===== config.mk =====
export PLATFORM = sky130hd
export DESIGN_NAME = instr_sequencer
export DESIGN_NICKNAME = d
export VERILOG_FILES = /design/src/rtl/cpup_pkg.sv /design/src/rtl/instr_sequencer_fetch_timer.sv /design/src/rtl/instr_sequencer.sv
export SDC_FILE = /design/constraint.sdc
export NUM_CORES = 1
export LEC_CHECK = 0
export ABC_AREA = 1
export CAP_MARGIN = 30
export CORE_MARGIN = 2
export CORE_UTILIZATION = 30
export CTS_CLUSTER_SIZE = 8
export DETAILED_ROUTE_END_ITERATION = 8
export PLACE_DENSITY_LB_ADDON = 0.15
export SYNTH_ARGS = -nofsm -noshare
export SYNTH_HDL_FRONTEND = slang
export SYNTH_SLANG_ARGS = --single-unit
export TNS_END_PERCENT = 100

===== constraint.sdc =====
create_clock -name clock -period 2.6 [get_ports clock]
set_input_delay 0.52 -clock clock [delete_from_list [all_inputs] [get_ports clock]]
set_output_delay 0.52 -clock clock [all_outputs]
set_load 0.01 [all_outputs]

===== src/rtl/cpup_pkg.sv =====
// Shared definitions for the fetch/execute sequencer: state encoding,
// halt opcode default and the opcode field position within an instruction.
package cpup_pkg;

  typedef enum logic [2:0] {
    ST_IDLE   = 3'd0,
    ST_FETCH  = 3'd1,
    ST_WAIT   = 3'd2,
    ST_EXEC   = 3'd3,
    ST_HALTED = 3'd4,
    ST_FAULT  = 3'd7
  } state_t;

  localparam logic [3:0] HALT_OPCODE_DEF = 4'hF;

  // Opcode field of an instruction word
  localparam int OPC_MSB = 15;
  localparam int OPC_LSB = 12;

  // Fetch timer width; the timer saturates at its maximum value
  localparam int TIMER_W = 8;

endpackage


===== src/rtl/instr_sequencer_fetch_timer.sv =====
// Fetch timeout timer: clear, hold, saturating increment and a
// terminal-count flag that is high when the last allowed wait cycle is reached.
module fetch_timer
  import cpup_pkg::*;
#(
  parameter int FETCH_TIMEOUT = 15
) (
  input  logic clock,
  input  logic reset_n,
  input  logic clear,
  input  logic hold,
  input  logic inc,
  output logic terminal
);

  localparam logic [TIMER_W-1:0] TERM_COUNT = TIMER_W'(FETCH_TIMEOUT - 1);
  localparam logic [TIMER_W-1:0] MAX_COUNT  = '1;

  logic [TIMER_W-1:0] count;

  // Counter: clear has priority, hold freezes, increment saturates at all-ones
  always_ff @(posedge clock) begin
    if (!reset_n) begin
      count <= '0;
    end else if (clear) begin
      count <= '0;
    end else if (!hold && inc && (count != MAX_COUNT)) begin
      count <= count + 1'b1;
    end
  end

  assign terminal = (count == TERM_COUNT);

endmodule


===== src/rtl/instr_sequencer.sv =====
// Fetch/execute sequencer: fetches an instruction word at P over the shared
// bus, latches it into the instruction register, runs the microcode unit
// until end-of-microprogram, and handles paging stalls, fetch timeouts,
// halt opcodes and external run/halt control.
module instr_sequencer
  import cpup_pkg::*;
#(
  parameter int         DATA_W        = 16,
  parameter int         FETCH_TIMEOUT = 15,
  parameter logic [3:0] HALT_OPCODE   = HALT_OPCODE_DEF
) (
  input  logic              clock,
  input  logic              reset_n,
  input  logic [DATA_W-1:0] bus,
  input  logic              run,
  input  logic              halt_req,
  input  logic              paging,
  input  logic              mem_ready,
  input  logic              exec_done,
  output logic              pc_oe,
  output logic              pc_inc,
  output logic              mem_rd,
  output logic              exec_en,
  output logic [DATA_W-1:0] instruction,
  output logic              halted,
  output logic              fault,
  output logic [2:0]        state
);

  if ((FETCH_TIMEOUT < 1) || (FETCH_TIMEOUT > 255)) begin : g_bad_timeout
    $error("instr_sequencer: FETCH_TIMEOUT must be in 1..255");
  end
  if (DATA_W <= OPC_MSB) begin : g_bad_width
    $error("instr_sequencer: DATA_W too narrow for the opcode field");
  end

  state_t            state_q;
  state_t            state_d;
  logic              run_q;
  logic              run_rise;
  logic              fault_q;
  logic [DATA_W-1:0] instr_q;

  logic              timer_clear;
  logic              timer_hold;
  logic              timer_inc;
  logic              timer_term;
  logic              load_instr;
  logic              set_fault;
  logic              is_halt_op;

  assign run_rise   = run & ~run_q;
  assign is_halt_op = (instr_q[OPC_MSB:OPC_LSB] == HALT_OPCODE);

  fetch_timer #(
    .FETCH_TIMEOUT(FETCH_TIMEOUT)
  ) u_fetch_timer (
    .clock   (clock),
    .reset_n (reset_n),
    .clear   (timer_clear),
    .hold    (timer_hold),
    .inc     (timer_inc),
    .terminal(timer_term)
  );

  // Next-state logic and timer/latch control
  always_comb begin
    state_d     = state_q;
    timer_clear = 1'b0;
    timer_hold  = 1'b0;
    timer_inc   = 1'b0;
    load_instr  = 1'b0;
    set_fault   = 1'b0;
    case (state_q)
      ST_IDLE: begin
        if (run_rise) state_d = ST_FETCH;
      end
      ST_FETCH: begin
        timer_clear = 1'b1;
        state_d     = ST_WAIT;
      end
      ST_WAIT: begin
        // An MMU stall freezes the fetch even when data is already valid
        if (paging) begin
          timer_hold = 1'b1;
        end else if (mem_ready) begin
          load_instr = 1'b1;
          state_d    = ST_EXEC;
        end else if (timer_term) begin
          set_fault = 1'b1;
          state_d   = ST_FAULT;
        end else begin
          timer_inc = 1'b1;
        end
      end
      ST_EXEC: begin
        if (exec_done) begin
          if (is_halt_op || halt_req) state_d = ST_HALTED;
          else                        state_d = ST_FETCH;
        end
      end
      ST_HALTED: begin
        if (run_rise) state_d = ST_FETCH;
      end
      ST_FAULT: begin
        state_d = ST_FAULT;
      end
      default: begin
        state_d = ST_IDLE;
      end
    endcase
  end

  // State, run edge detector and sticky fault flag
  always_ff @(posedge clock) begin
    if (!reset_n) begin
      state_q <= ST_IDLE;
      run_q   <= 1'b0;
      fault_q <= 1'b0;
    end else begin
      state_q <= state_d;
      run_q   <= run;
      if (set_fault) fault_q <= 1'b1;
    end
  end

  // Instruction register, loaded when fetched data is accepted
  always_ff @(posedge clock) begin
    if (!reset_n) begin
      instr_q <= '0;
    end else if (load_instr) begin
      instr_q <= bus;
    end
  end

  assign pc_oe       = (state_q == ST_FETCH) || (state_q == ST_WAIT);
  assign mem_rd      = pc_oe;
  assign pc_inc      = (state_q == ST_WAIT) && mem_ready && !paging;
  assign exec_en     = (state_q == ST_EXEC);
  assign halted      = (state_q == ST_HALTED);
  assign fault       = fault_q;
  assign instruction = instr_q;
  assign state       = state_q;

endmodule

* Word level (Yosys, flattened, before mapping)
Index checks and enable logic that the tools add are counted.
** Storage, ports and cells
- Register bits :: 29
- Word-level logic and storage cells :: 54
- Input bits :: 23
** Operators by class
- Add/sub/neg operators :: 1
- Bitwise gates (word level) :: 3
- Reductions and logical operators :: 12
- Equal/unequal tests :: 12
- Mux-type cells :: 21
** Operators by type and width (count)
- 3-bit two-way mux :: 6
- 3-bit one-hot mux with 5 select lines :: 1
- 1-bit two-way mux :: 14
- 8-bit by 1-bit adder with 8-bit output, second input constant :: 1
- 8-bit by 4-bit == test with 1-bit output, second input constant :: 1
- 8-bit != test, second input constant :: 1
- 3-bit by 2-bit == test with 1-bit output, second input constant :: 2
- 3-bit == test, second input constant :: 2
- 4-bit == test, second input constant :: 1
- 1-bit logical AND :: 4
- 2-bit != test, second input constant :: 2
- 4-bit AND reduction :: 1
- 2-bit OR reduction :: 2
- 3-bit by 1-bit == test with 1-bit output, second input constant :: 1
- 3-bit logical NOT :: 1
- 3-bit != test, second input constant :: 1
- 1-bit logical NOT :: 2
- 1-bit logical OR :: 2
- 2-bit by 1-bit != test with 1-bit output, second input constant :: 1
- 1-bit inverter :: 2
- 1-bit AND :: 1

* Logic depth before layout (Yosys ltp)
Gate-level depths: netlist of the first run.
- Depth in word-level cells :: 7
- Gate-level depth with buffers :: 10

* Cells and area by module
From an unflattened synthesis of the first run, not the netlist that was laid out.
** Second synthesis, totals
- Cells, all modules :: 214
- Area, all modules :: 1438.9 um^2
** By module, submodules not included
- instr_sequencer :: area each 942.2 um^2, times used 1, sequential area each 420.4 um^2, cells an instance 138
- fetch_timer :: area each 496.7 um^2, times used 1, sequential area each 160.2 um^2, cells an instance 76

* Worst setup path before layout of the first run
OpenSTA, ideal clock, no wires.
- Path kind :: in2out
- Start :: input mem_ready
- End :: output pc_inc
- Arrival time :: 1.081 ns
- Cell stages on the path :: 3
- Required time :: 2.080 ns
- Buffers on the path :: 1
- Slack :: 0.999 ns
- Cell sequence :: inv_1 nor3_4 buf_6
** Between the ends
- Cells in the longest elaborated chain, start to end :: 2
** RTL lines
- start, declared :: RTL line instr_sequencer.sv:18 : input logic mem_ready,
- 1-bit logical AND (2 in series) :: RTL line instr_sequencer.sv:138 : assign pc_inc = (state_q == ST_WAIT) && mem_ready && !paging;
- end, declared :: RTL line instr_sequencer.sv:21 : output logic pc_inc,
Every way passes these cells.

* Worst setup path in the final report of the first run
Same ends and word-level chain as after synthesis.

==> run metrics, run 1 <==
Ys Warns=0; H-tree levels=2; diode count=0; vias in the first global route=1,275; Yosys reg bits=29; P per Cell Area=681 nW/µm²; first-pass GRT wire length=5840 µm; io pins=48; Crit Path Max Fanout=2; leading cell type in the layout, fill and taps excluded=clkdlybuf4s50_1; Crit path required time=2080 ps; Post-CTS Setup Inserts=0; Worst Path Arrival=1870 ps; Tightest Pin Transition=487 ps; largest net degree at the start of global routing=20; share of the synthesized area in the top cell type=40.1%; Final period util=91.8%; Hold Fails Final Rpt=0; post-CTS sizing=0; hold crit path type=reg2reg; share of cells above drive strength 1=7.31%; area of the core=4690 µm²; hold depth=1; WL/cell=11.1 µm; TritonCTS clock tree=done; sequential share of the synthesized area=40.1%; Synth area leaders=dfxtp_1, nor2_1, nand2_1; Yosys top cell by area=dfxtp_1; Cell Area, Synth=1450 µm²; dpl hpwl=2520 µm; Final Max Tran Viols=0; die area=5400 µm²; drt drc=0; Root Driver=clkbuf_8; most frequent cells in the layout=clkdlybuf4s50_1, nor2_1, nand2_1, dfxtp_1, inv_1; final setup violation count=0; total clock sinks=29; Final GP Congestion=0.763; vias per cell=4.53; Cells after Synth=212; Final Non-Filler Cells=314; RSZ-0062 raised after global routing=no; Core Rows=25; Startpoint Class=input pin; Hold Crit Start=fault; Starting Density=30.9%; Rel. slew slack=67.2%; hold_buf cts=0; Tmin final=2390 ps; initial antenna violation count=0; Max Cap Violations=0; Fmax=419 MHz; Synth cell types=23; maximum root-to-sink buffer count=2; Leak Pwr=0.896 nW; Tot GR Track Use=14.0%; final worst clock skew=6.73 ps; TritonRoute pass-1 iters=4; CP Launch Point=mem_ready; DRT Wirelength=3490 µm; r2r startpoint=u_fetch_timer.count[1]; outcome=finished clean; total design power=1.38 mW; kind of critical path=in2out; setup TNS=0 ps; final net count=285; Synth-to-Final Area Change=39.9%; syn nets=237; total number of vias=1,421; Placed Instances=307; peak supply drop=0.310 mV; reg2reg path depth=8; Synth Area per Inst=6.83 µm²; Die Y-Extent=73.5 µm; number of CTS-inserted buffers=5; Port Buf Inserts=47; 1st-iter DRT viols=81; crit end category=output pin; DRT antenna net count=0; R2R Setup Slk=1080 ps; Reg clk slew, reported paths=60 ps; Die Span X=73.5 µm; grt total ovfl=0; worst skew pair latency=270 ps
-- routing by layer --
metal,global-route usage [%],wire (µm),up-vias
met3,6.58,280,5
li1,-,-,757
met5,0,0,-
met1,18.6,1690,616
met4,5.45,46,0
met2,19.7,1470,43
-- path summary, 6_finish.rpt --
path,end
setup reg to reg,u_fetch_timer.count[1]
setup / recovery,pc_inc
hold / removal,fault
hold reg to reg,fault
-- per-stage QoR --
stage / util, % / setup WS, ps / hold slack (ps) / cell area, µm²
2_1_floorplan: - / 999 / 482 / 1450
3_3_place_gp: 41.4 / 182 / 455 / 1940
3_5_place_dp: 41.4 / 212 / 467 / 1940
4_1_cts: 43.2 / 189 / 482 / 2030
5_1_grt: 43.2 / 117 / 500 / 2030
6_report: 43.2 / 214 / 471 / 2030
-- power breakdown --
| group | total [mW] | switching [mW] | leakage [nW] | internal, mW |
|---|---|---|---|---|
| Combinational | 0.472 | 0.238 | 0.617 | 0.234 |
| Sequential | 0.545 | 0.0516 | 0.235 | 0.493 |
| Clock | 0.363 | 0.154 | 0.0443 | 0.209 |
| Total | 1.38 | 0.444 | 0.896 | 0.936 |
-- cells by family after synthesis --
kind of cell,count (synthesis),share of synthesized area (%)
adders and majority gates,2,1.73
AOI/OAI and AO/OA,29,10.2
and+or+nand+nor,116,35.1
xor gates and xnor gates,3,1.81
DFF,29,40.1
buffers and inverters,33,11.1
-- worst max-delay path, cell delays in order --
cell,delay (ps)
clkdlybuf4s50_1,450
inv_1,80
nor3_4,230
clkdlybuf4s50_1,580
-- cell usage after synthesis --
cell type,count
nand3_1,16
nor3_4,1
nor2_4,1
o21a_1,1
dfxtp_1,29
ha_1,2
nor2_1,45
nand2_2,3
inv_4,2
buf_4,1
nand3b_1,1
buf_6,3
clkbuf_2,1
a21oi_1,10
o21ai_0,18
nand2_1,41
inv_1,23
xor2_1,3
nor3_1,1
nand3_2,1
nor2_2,3
nand4_1,3
buf_2,3
-- sequential cells by signal, indices dropped and copies added, names as in the netlist --
signal,cells
state,3
u_fetch_timer.count,8
fault,1
instruction,16
run_q,1
-- cell type report --
cell class                 instances  area [µm²]
fill                             501        2670
multi-input combinational        150         708
timing repair buffer              49         485
clock buffer                       7        86.3
inverter                          25        98.8
sequential                        29         581
tap                               54        67.6
(Power assumes the default switching activity.)
==> run 2, diff against run 1 <==
Settings changed: CORE_MARGIN 2 to 1.5, SYNTH_HIERARCHICAL from default to 1.
==> run 2 against run 1 <==
  * Sequential cell count unchanged
  * Critical path type unchanged
  * Maximum frequency decreased by 1.9%
  * Non-clock buffer count stayed put
  * Die area is 3.3% lower
  * Clock skew fell by 4.4 ps
  * Power grew 3.4%
  * Clock power shrank 1%
  * Cell count grew 1.9%
==> run metrics, run 2 <==
total number of vias=1,423; final net count=290; Leak Pwr=0.924 nW; first-pass GRT wire length=5930 µm; peak supply drop=0.308 mV; area of the core=4660 µm²; Synth Area per Inst=6.72 µm²; Final period util=93.5%; TritonCTS clock tree=done; Tot GR Track Use=14.5%; Post-CTS Setup Inserts=0; outcome=finished clean; Gate power share=36.5%; sequential share of the synthesized area=40.3%; TritonRoute pass-1 iters=4; number of CTS-inserted buffers=5; Final Max Tran Viols=0; async set-reset flop share out of synthesis=0%; Starting Density=30.9%; Crit path required time=2080 ps; Tmin final=2430 ps; leading cell type in the layout, fill and taps excluded=nor2_1; fin util=43.7%; Tightest Pin Transition=488 ps; post-CTS sizing=0; share of the synthesized area in the top cell type=40.3%; synth cell count leaders=nor2_1, nand2_1, dfxtp_1; Sw Pwr=0.490 mW; most frequent cells in the layout=nor2_1, clkdlybuf4s50_1, nand2_1, dfxtp_1, inv_1; hold depth=2; R2R Setup Slk=720 ps; Sequential Power Share=38.4%; total clock sinks=29; Cell Area, Synth=1440 µm²; Sw Share=34.4%; 1st-iter DRT viols=94; vias per cell=4.45; syn nets=239; Die Y-Extent=72.3 µm; Crit Path Max Fanout=3; worst skew pair latency=280 ps; Rel. slew slack=67.3%; Port Buf Inserts=47; dpl hpwl=2450 µm; P per Cell Area=700 nW/µm²; diode count=0; crit end category=output pin; H-tree levels=2; Ys Warns=6; Yosys reg bits=29; RSZ-0062 raised after global routing=no; vias in the first global route=1,377; Die Span X=72.3 µm; Largest register FFs=16; die area=5220 µm²; Main synth FF type=dfxtp_1; grt total ovfl=0; largest net degree at the start of global routing=20; Yosys top cell by area=dfxtp_1; WL/cell=10.7 µm; Fmax=411 MHz; fillers=485; Clock power frac=25.1%; maximum root-to-sink buffer count=2; hold_buf cts=0; Cells after Synth=214; Startpoint Class=input pin; setup TNS=0 ps; reg2reg path depth=13; share of cells above drive strength 1=7.89%; kind of critical path=in2out; Root Driver=clkbuf_8; Core Rows=25; DRT antenna net count=0; Synth-to-Final Area Change=41.7%; Synth area leaders=dfxtp_1, nor2_1, nand2_1; Worst Path Arrival=1910 ps; Reg clk slew, reported paths=60 ps; Final GP Congestion=0.833; cell internal pwr=0.937 mW; initial antenna violation count=0; Max Cap Violations=0; most common cell in the netlist=nor2_1; Synth cell types=23; number of synthesized flops with an enable pin=0; final setup violation count=0; DRT Wirelength=3420 µm; final worst clock skew=2.35 ps; io pins=48; hold crit path type=reg2reg; drt drc=0; Hold Fails Final Rpt=0
run 2: cell types whose count changed after synthesis, sizes merged, moves of 3 or more:
cell	previous run	this run
nand2	44	35
nand3	17	14
inv	25	30
nor2	49	64
xor2	3	0
buf	7	3
run 2: final timing paths:
| path | startpoint | to |
|---|---|---|
| setup / recovery | mem_ready | pc_inc |
| hold / removal | fault | fault |
| setup reg to reg | u_fetch_timer/count[0] | u_fetch_timer/count[5] |
| hold reg to reg | fault | fault |
run 2: layout make-up:
class	instances	area (µm²)	share of cell area (%)
clock buffers	6	72.6	3.56
clock inverters	2	10.0	0.491
inverters	31	116	5.71
multi-input cells	149	706	34.6
flip-flops and latches	29	581	28.5
well taps	54	67.6	3.31
repair buffers	49	485	23.8
run 2: cell families after synthesis:
group	after synthesis	synth area share, %
adder cells (fa/ha/maj)	2	1.74
AO/OA/AOI/OAI	28	9.74
AND/OR/NAND/NOR	119	37.6
buffers and inverters	36	10.6
flip-flops	29	40.3
run 2: routing by layer:
metal  GRT usage (%)  vias to the layer above  wire length [µm]
li1                -                      768                 -
met1            19.5                      612              1730
met2            21.2                       36              1400
met3            5.28                        7               240
met4            5.66                        0                53
met5               0                        -                 0
run 2: critical path, cell delays in order:
cell	delay [ps]
clkdlybuf4s50_1	480
inv_1	90
nor3_4	250
clkdlybuf4s50_1	580
run 2: stage by stage:
step / area, µm² / worst slack (ps) / instances / hold WS, ps / power (mW)
final: 2040 / 168 / 320 / 462 / 1.43
after global routing: 2040 / 71.4 / 320 / 482 / 1.53
after CTS: 2040 / 162 / 320 / 465 / 1.45
after detailed placement: 1960 / 177 / 312 / 450 / 1.08
after global placement: 1960 / 166 / 312 / 446 / 1.08
after floorplan: 1440 / 1000 / 214 / 450 / 0.854
run 2: power groups by stage:
stage,Combinational [mW],Clock [mW],Sequential [mW]
2_1_floorplan,0.286,0,0.568
3_3_place_gp,0.526,0,0.558
3_5_place_dp,0.526,0,0.556
4_1_cts,0.529,0.375,0.547
5_1_grt,0.585,0.392,0.557
6_report,0.521,0.358,0.548
